### config.mk
export PLATFORM = sky130hd
export DESIGN_NAME = scan_chain_ctrl
export DESIGN_NICKNAME = d
export VERILOG_FILES = /design/src/rtl/scan_chain_ctrl.sv
export SDC_FILE = /design/constraint.sdc
export NUM_CORES = 1
export LEC_CHECK = 0
export BUFFER_PORTS_ARGS = -buffer_cell sky130_fd_sc_hd__clkbuf_2
export CORE_MARGIN = 1
export CORE_UTILIZATION = 40
export DETAILED_ROUTE_END_ITERATION = 12
export MAX_ROUTING_LAYER = met4
export SKIP_CTS_REPAIR_TIMING = 1
export SYNTH_ARGS = -nofsm -noshare
export SYNTH_HDL_FRONTEND = slang
export SYNTH_SLANG_ARGS = --single-unit
### constraint.sdc
create_clock -name CLK -period 3.3 [get_ports CLK]
set_input_delay 0.66 -clock CLK [delete_from_list [all_inputs] [get_ports CLK]]
set_output_delay 0.66 -clock CLK [all_outputs]
set_load 0.01 [all_outputs]
### src/rtl/scan_chain_ctrl.sv
// rtl/scan_chain_ctrl.sv - scan chain load / capture / unload sequencer
// Optional capture+unload phase built when SCAN_CTRL_CAPTURE_EN is defined.
module scan_chain_ctrl #(
  parameter int CHAIN_LEN = 32
) (
  input  logic                 CLK,
  input  logic                 RST,
  input  logic                 start,
  input  logic                 capture_en,
  input  logic [CHAIN_LEN-1:0] load_data,
  output logic                 busy,
  output logic                 done,
  output logic [CHAIN_LEN-1:0] unload_data,
  output logic                 SE,
  output logic                 SI,
  input  logic                 SO
);
  localparam int CNT_W = $clog2(CHAIN_LEN) + 1;
  localparam logic [CNT_W-1:0] LAST = CNT_W'(CHAIN_LEN - 1);

`ifdef SCAN_CTRL_CAPTURE_EN
  typedef enum logic [2:0] {IDLE, SHIFT, CAPTURE, UNLOAD, DONE} state_t;
  logic cap_q;
`else
  typedef enum logic [1:0] {IDLE, SHIFT, DONE} state_t;
  logic unused_capture_en;
  assign unused_capture_en = capture_en;
`endif

  state_t               state;
  logic [CNT_W-1:0]     cnt;
  logic [CHAIN_LEN-1:0] load_sr;
  logic [CHAIN_LEN-1:0] unload_sr;
  logic                 last;

  assign last = (cnt == LAST);

  always_ff @(posedge CLK or posedge RST) begin
    if (RST) begin
      state       <= IDLE;
      cnt         <= '0;
      load_sr     <= '0;
      unload_sr   <= '0;
      unload_data <= '0;
      busy        <= 1'b0;
      done        <= 1'b0;
      SE          <= 1'b0;
      SI          <= 1'b0;
`ifdef SCAN_CTRL_CAPTURE_EN
      cap_q       <= 1'b0;
`endif
    end else begin
      done <= 1'b0;
      case (state)
        IDLE: begin
          if (start) begin
            // SI is registered, so the MSB is presented on the accepting edge
            SI      <= load_data[CHAIN_LEN-1];
            load_sr <= {load_data[CHAIN_LEN-2:0], 1'b0};
            SE      <= 1'b1;
            busy    <= 1'b1;
            cnt     <= '0;
            state   <= SHIFT;
`ifdef SCAN_CTRL_CAPTURE_EN
            cap_q   <= capture_en;
`endif
          end
        end
        SHIFT: begin
          unload_sr <= {unload_sr[CHAIN_LEN-2:0], SO};
          load_sr   <= load_sr << 1;
          SI        <= load_sr[CHAIN_LEN-1];
          cnt       <= cnt + 1'b1;
          if (last) begin
            cnt <= '0;
            SI  <= 1'b0;
            SE  <= 1'b0;
`ifdef SCAN_CTRL_CAPTURE_EN
            if (cap_q) begin
              state <= CAPTURE;
            end else begin
              state       <= DONE;
              busy        <= 1'b0;
              done        <= 1'b1;
              unload_data <= {unload_sr[CHAIN_LEN-2:0], SO};
            end
`else
            state       <= DONE;
            busy        <= 1'b0;
            done        <= 1'b1;
            unload_data <= {unload_sr[CHAIN_LEN-2:0], SO};
`endif
          end
        end
`ifdef SCAN_CTRL_CAPTURE_EN
        CAPTURE: begin
          SE    <= 1'b1;
          SI    <= 1'b0;
          cnt   <= '0;
          state <= UNLOAD;
        end
        UNLOAD: begin
          unload_sr <= {unload_sr[CHAIN_LEN-2:0], SO};
          cnt       <= cnt + 1'b1;
          if (last) begin
            cnt         <= '0;
            SE          <= 1'b0;
            busy        <= 1'b0;
            done        <= 1'b1;
            unload_data <= {unload_sr[CHAIN_LEN-2:0], SO};
            state       <= DONE;
          end
        end
`endif
        DONE: state <= IDLE;
        default: state <= IDLE;
      endcase
    end
  end
endmodule
==> flow_summary.ini, run 1 <==
[yosys]
synth_simple_gate_area_share_pct = 15.7
netlist_area_um2 = 4480
synth_flop_cell = dfrtp_1
post-synth-top-area-cell = dfrtp_1
synthXorXnorAreaFrac_pct = 0
syn_avg_cell_area_um2 = 10.4
synth_compound_area_share_pct = 13.5
syn_nets = 467
synth_top_family_by_area = simple AND/OR/NAND/NOR gates
synth_warnings = 0
synth_enable_flop_cells = 0
yosys.area.top_type_share_pct = 58.7
synth-async-reset-ratio_pct = 100
yosysSeqAreaShare_pct = 58.7
synth_seq_cells = 105
netlist_top_cells_count = 105 x dfrtp_1, 105 x nand2_1, 34 x o21ai_0
synth_fa_ha_area_share_pct = 0.279
synth_cell_types = 32
synth_area_leaders = dfrtp_1 59%, nand2_1 8.8%, mux2_2 7.5%, a22oi_1 4.2%, nor2b_1 4.1%
syn-instance-count = 429
synth_mux_area_share_pct = 8.05

[die]
die_x_um = 108
rows = 38
io_pins = 73
dieArea_um2 = 11600
die_h_um = 108
initial_core_util_pct = 41.1
core_um2 = 10900

[detailed_routing]
avgRoutedWirePerCell_um = 13.8
drt-total-wl_um = 8780
drtAntennaViolNets = 0
drc = 0
vias = 3240
drtIter0Drc = 176
vias_per_cell = 5.10
drt-pass1-iter-count = 4

[setup_path]
crit_slowest_cell = buf_4
worstRegToRegCells = 5
worstPathRequired_ns = 3.54
crit_path_max_fanout = 33
worstPathArrival_ns = 2.25
slowest_delay_ns = 0.42
start_kind = flop
crit_path_end_kind = flop
worst-setup-path-type = reg2reg
path_cells = ha_1 > nand3_2 > nor3_4 > buf_4 > mux2_2

[cts]
cts_buffers = 9
cts_tree = built
root_buffer = clkbuf_8
cts.sinks = 105
cts_htree_levels = 3
insertion_delay_ns = 0.36
path_clk_slew_ns = 0.11
clk_path_buf_depth = 2

[sta]
hold_viol_final = 0
min_period_ns = 2.01
skew_ns = 0.0162
whs_ns = 0.452
slew_viol_final = 0
fin_setup_tns_ns = 0
tightest_slew_ns = 0.548
min_period_over_period_pct = 61.0
setup_viol = 0
rsz0062_at_grt = no
max_slew_margin_pct = 63.4
fmax_mhz = 497

[power_and_ir_drop]
powerDensity_nw_per_um2 = 791
p_int_w = 0.00263
irDropWorstVdd_mv = 0.362
clkPwrFrac_pct = 18.5
p_comb_share_pct = 29.9
p_switching_w = 0.00143
p_seq_share_pct = 51.6
swShare_pct = 35.2
leakage_nw = 2.55

[worst_hold_path]
hp-class = in2async

[global_route]
globalRouteOverflowTotal = 0
grt_pass1_vias = 3135
antenna_found_initial = 0
grt.total_usage_pct = 16.7
grt_max_degree = 106
grt_pass1_wl_um = 15000

[place]
gp_congestion = 0.738
place_inst = 619
hpwlAfterDp_um = 5380
io_buffers = 71

[final_layout]
area_growth_pct = 14.8
instances_no_fill = 635
drive_gt1_share_pct = 26.7
antenna-diode-count = 0
fin_nets = 528
fill_cells = 1028

[status]
status = finished, final reports clean

[run]
drv_cap = 0
-- metal layers --
layer | wire [um] | up-vias | global-route usage [%]
met5 | 0 | - | -
met2 | 4060 | 58 | 26.9
met4 | 42 | 0 | 3.03
met1 | 4330 | 1602 | 21.9
li1 | - | 1576 | -
met3 | 341 | 4 | 3.69
-- final cells by class --
type,instances,area [um2],area share [%]
Inverter,4,18.8,0.365
Timing Repair Buffer,81,443,8.62
Multi-Input combinational cell,289,1690,32.9
Tap cell,140,175,3.41
Clock inverter,6,47.5,0.925
Clock buffer,10,138,2.68
Sequential cell,105,2630,51.1
-- per-stage QoR --
step	instance area (um2)	worst slack [ns]	total power, W	util, %
finish	5140	1.29	0.00406	47.2
global route	5140	1.14	0.00439	47.2
CTS	5140	1.27	0.00413	47.2
detailed placement	4950	1.23	0.00336	45.5
global placement	4950	1.28	0.00330	45.5
floorplan	4480	1.38	0.00294	-
-- state kept, by name, summed over array words and instances (netlist names) --
register	count
state	2
SI	1
cnt	6
unload_sr	31
unload_data	32
SE	1
done	1
load_sr	31
-- final timing paths --
path,startpoint,to,slack [ns]
worst max-delay path,cnt[0],unload_data[28],1.29
worst min-delay path,RST,load_sr[30],0.45
worst max register to register,cnt[0],unload_data[28],1.29
worst min register to register,load_sr[29],load_sr[29],0.49
max in group asynchronous,RST,unload_sr[9],2.45
min in group CLK,load_sr[29],load_sr[29],0.49
-- cells in the final DEF, fill, tap and decap left out, drive strengths merged, types with 2 or more instances in the layout --
cell type / count
and2: 5
mux2: 32
or3: 2
inv: 6
clkinvlp: 2
a31oi: 5
a21oi: 32
clkinv: 2
nor2b: 29
nand2: 105
nor3: 3
a22oi: 25
o21ai: 34
nand2b: 2
dfrtp: 105
nand3: 4
buf: 10
o211ai: 2
clkbuf: 81
-- power by group through the flow --
stage | Sequential (W) | Clock [W] | Combinational, W
global placement | 0.00210 | 0 | 0.00120
finish | 0.00210 | 0.000754 | 0.00121
global route | 0.00217 | 0.000832 | 0.00139
CTS | 0.00210 | 0.000788 | 0.00124
floorplan | 0.00211 | 0 | 0.000827
detailed placement | 0.00212 | 0 | 0.00124
-- critical path: cells and delay by family, from the launching register on --
family                   cells  cell delay, ns
adder cells (fa/ha/maj)      1            0.25
buffers and inverters        1            0.42
flip-flops                   1            0.40
multiplexers                 1            0.39
AND/OR/NAND/NOR              2            0.42
-- kinds of logic after synthesis --
| logic type | after synthesis |
|---|---|
| and+or+nand+nor | 153 |
| DFF | 105 |
| AOI/OAI and AO/OA | 103 |
| buffers and inverters | 35 |
| muxes | 32 |
| adders and majority gates | 1 |
(Power assumes the default switching activity.)
==> run 2, diff against run 1 <==
==> constraint.sdc (replaced) <==
create_clock -name CLK -period 1.89 [get_ports CLK]
set_input_delay 0.378 -clock CLK [delete_from_list [all_inputs] [get_ports CLK]]
set_output_delay 0.378 -clock CLK [all_outputs]
set_load 0.01 [all_outputs]
==> flow_summary.ini, run 2 (synthesis gave the netlist of run 1 again) <==
[setup_path]
path_cells = ha_1 > nand3_2 > nor3_4 > buf_12 > mux2_2
reg2reg_slack_ns = 0.17
worstPathRequired_ns = 2.14
crit_path_max_fanout = 18
rr_startpoint = cnt[0]
slowest_delay_ns = 0.39
crit_slowest_cell = dfrtp_1
worstPathArrival_ns = 1.97
start_kind = flop
crit_path_end_kind = flop
reg2reg_to = unload_data[27]
endpoint = unload_data[27]
cp_top_family = simple AND/OR/NAND/NOR gates
worst-setup-path-type = reg2reg
critPathBufInv = 1
worstRegToRegCells = 5
cp_num_cells = 5
crit_start = cnt[0]

[worst_hold_path]
hp-class = in2async

[run]
drv_cap = 0

[place]
io_buffers = 71
gp_congestion = 0.751
hpwlAfterDp_um = 5500
pre_cts_ws_ns = 0.186

[power_and_ir_drop]
leakage_nw = 2.57
powerDensity_nw_per_um2 = 1370
irDropWorstVdd_mv = 0.602

[final_layout]
largest_register = unload_data
area_growth_pct = 16.2
fin_util_pct = 47.8
layout_common_cells = 105 x dfrtp_1, 105 x nand2_1, 71 x clkbuf_2, 34 x o21ai_0, 32 x a21oi_1
largest_reg_flops = 32
top_regs = unload_data (32), load_sr (31), unload_sr (31)
antenna-diode-count = 0
fin_nets = 532
drive_gt1_share_pct = 27.3

[global_route]
grt_pass1_wl_um = 14900
grt_max_degree = 106
grt.total_usage_pct = 16.9
grt_pass1_vias = 3073
antenna_found_initial = 0
globalRouteOverflowTotal = 0

[detailed_routing]
vias_per_cell = 5.03
drt-total-wl_um = 8850
drc = 0
drtAntennaViolNets = 0
drtIter0Drc = 218
drt-pass1-iter-count = 4
avgRoutedWirePerCell_um = 13.8
vias = 3216

[sta]
setup_viol = 0
hold_viol_final = 0
fmax_mhz = 581
max_slew_margin_pct = 38.0
min_period_over_period_pct = 91.0
tightest_slew_ns = 0.928
skew_ns = 0.0159
fin_setup_tns_ns = 0
rsz0062_at_grt = no
slew_viol_final = 0
fin_ws_ns = 0.170
min_period_ns = 1.72

[cts]
cts_htree_levels = 3
root_buffer = clkbuf_8
cts_buffers = 9
cts_tree = built
cts.sinks = 105
path_clk_slew_ns = 0.10
clk_path_buf_depth = 2
insertion_delay_ns = 0.37

[die]
io_pins = 73
core_um2 = 10900
initial_core_util_pct = 41.1
rows = 38
die_h_um = 108
die_x_um = 108
dieArea_um2 = 11600

[status]
status = finished, final reports clean
==> run 2: how the worst min path moves through the flow <==
stage             startpoint       endpoint  depth (start not counted)
2_1_floorplan  unload_sr[30]  unload_sr[30]                          2
3_3_place_gp   unload_sr[30]  unload_sr[30]                          2
3_5_place_dp   unload_sr[30]  unload_sr[30]                          2
4_1_cts                  RST           done                          3
5_1_grt                  RST           done                          3
6_report                 RST  unload_sr[23]                          3
==> run 2: worst reg2reg max path, stage by stage (launching register included) <==
cell	delay, ns
dfrtp_1	0.39
ha_1	0.25
nand3_2	0.13
nor3_4	0.30
buf_12	0.21
mux2_2	0.34
==> run 2: area by class of cell <==
type	count	area [um2]
well taps	140	175
fillers	1006	5690
inverters	4	18.8
multi-input cells	289	1690
clock inverters	6	42.5
flip-flops and latches	105	2630
repair buffers	85	510
clock buffers	10	138
==> run 2: metal layers <==
metal / track usage, % / vias up / part of all wire (%)
met1: 23.0 / 1567 / 49
met2: 24.7 / 62 / 46
met3: 4.54 / 6 / 4.2
met5: - / - / 0
li1: - / 1581 / -
met4: 4.99 / 0 / 0.72
==> run 2: per-stage QoR <==
stage	cell area [um2]	total power [W]	hold slack (ns)	cells
4_1_cts	5200	0.00722	0.176	639
3_3_place_gp	5020	0.00581	0.459	623
6_report	5200	0.00712	0.165	639
5_1_grt	5200	0.00769	0.193	639
3_5_place_dp	5020	0.00591	0.463	623
2_1_floorplan	4480	0.00514	0.440	429
==> run 2: power breakdown <==
part	switching [W]	internal (W)	total, W
clock	0.000773	0.000518	0.00129
sequential	0.000555	0.00310	0.00366
combinational	0.00117	0.00100	0.00217
==> run 3, diff against run 2 <==
--- a/config.mk
+++ b/config.mk
@@ -10,6 +10,7 @@
 export CORE_UTILIZATION = 40
 export DETAILED_ROUTE_END_ITERATION = 12
 export MAX_ROUTING_LAYER = met4
+export PLACE_DENSITY = 0.67
 export SKIP_CTS_REPAIR_TIMING = 1
 export SYNTH_ARGS = -nofsm -noshare
 export SYNTH_HDL_FRONTEND = slang
==> flow_summary.ini, run 3 (synthesis gave the netlist of run 1 again) <==
[die]
dieArea_um2 = 11600
core_um2 = 10900
io_pins = 73
die_x_um = 108
die_h_um = 108
initial_core_util_pct = 41.1
rows = 38

[power_and_ir_drop]
leakage_nw = 2.58
clkPwrFrac_pct = 18.0
swShare_pct = 34.8
p_seq_share_pct = 51.4
irDropWorstVdd_mv = 0.704
powerDensity_nw_per_um2 = 1370
p_comb_share_pct = 30.6
p_switching_w = 0.00248
p_total_w = 0.00714
p_int_w = 0.00466

[sta]
skew_ns = 0.00759
fin_setup_tns_ns = 0
max_slew_margin_pct = 37.0
tightest_slew_ns = 0.942
fin_ws_ns = 0.144
min_period_ns = 1.75
min_period_over_period_pct = 92.4
setup_viol = 0
hold_viol_final = 0
slew_viol_final = 0
rsz0062_at_grt = no
fmax_mhz = 573

[place]
pre_cts_ws_ns = 0.163
io_buffers = 71
gp_congestion = 0.764
hpwlAfterDp_um = 5650

[final_layout]
top_regs = unload_data (32), load_sr (31), unload_sr (31)
layout_common_cells = 105 x dfrtp_1, 105 x nand2_1, 71 x clkbuf_2, 34 x o21ai_0, 32 x a21oi_1
fin_nets = 533
area_growth_pct = 16.1
drive_gt1_share_pct = 26.8
fill_cells = 1020
largest_reg_flops = 32
antenna-diode-count = 0
largest_register = unload_data

[detailed_routing]
drt-pass1-iter-count = 4
drtIter0Drc = 203
drt-total-wl_um = 9080
vias = 3281
drc = 0
avgRoutedWirePerCell_um = 14.2
drtAntennaViolNets = 0
vias_per_cell = 5.13

[cts]
insertion_delay_ns = 0.37
cts_buffers = 9
cts.sinks = 105
root_buffer = clkbuf_8
path_clk_slew_ns = 0.09
cts_htree_levels = 3
cts_tree = built
clk_path_buf_depth = 2

[setup_path]
crit_start = cnt[0]
worstPathArrival_ns = 2.00
worstPathRequired_ns = 2.15
crit_path_end_kind = flop
worst-setup-path-type = reg2reg
start_kind = flop
rr_startpoint = cnt[0]
crit_path_max_fanout = 17

[run]
drv_cap = 0

[global_route]
grt_pass1_vias = 3209
grt_pass1_wl_um = 15300
globalRouteOverflowTotal = 0
grt_max_degree = 106
grt.total_usage_pct = 17.5
antenna_found_initial = 0

[status]
status = finished, final reports clean

[worst_hold_path]
hp-class = in2async
run 3: stage by stage:
step / util, % / cell area, um2 / cells / hold slack [ns]
2_1_floorplan: - / 4480 / 429 / 0.440
3_3_place_gp: 46.2 / 5030 / 624 / 0.456
3_5_place_dp: 46.2 / 5030 / 624 / 0.463
4_1_cts: 47.8 / 5200 / 640 / 0.159
5_1_grt: 47.8 / 5200 / 640 / 0.197
6_report: 47.8 / 5200 / 640 / 0.130
run 3: cell type report:
cell class              count  area, um2  share of cell area, %
flip-flops and latches    105       2630                   50.5
clock inverters             3       15.0                  0.289
inverters                   4       18.8                  0.361
multi-input cells         289       1690                   32.5
clock buffers              13        159                   3.06
well taps                 140        175                   3.37
repair buffers             86        518                   9.96
run 3: power groups by stage:
stage / registers (W) / logic (W) / clock network, W
3_5_place_dp: 0.00372 / 0.00222 / 0
6_report: 0.00367 / 0.00218 / 0.00129
4_1_cts: 0.00368 / 0.00222 / 0.00134
5_1_grt: 0.00380 / 0.00249 / 0.00142
2_1_floorplan: 0.00369 / 0.00144 / 0
3_3_place_gp: 0.00367 / 0.00213 / 0
run 3: final timing paths:
path	endpoint	slack [ns]	depth (start not counted)
max reg2reg	unload_data[6]	0.14	5
min	load_sr[20]	0.13	3
min in group CLK	unload_sr[0]	0.21	3
max in group asynchronous	unload_sr[16]	1.32	3
max	unload_data[6]	0.14	5
min reg2reg	unload_sr[30]	0.48	2
run 3: per-layer routing:
layer	vias to the layer above	wire [um]	GRT usage, %
met5	-	0	-
li1	1584	-	-
met2	53	4180	26.6
met1	1631	4300	22.3
met3	13	424	4.00
met4	0	174	7.93
run 3: worst max-delay path, stage by stage, from the launching register on:
cell	delay (ns)
dfrtp_1	0.40
ha_1	0.26
nand3_2	0.13
nor3_4	0.29
buf_12	0.20
mux2_2	0.35
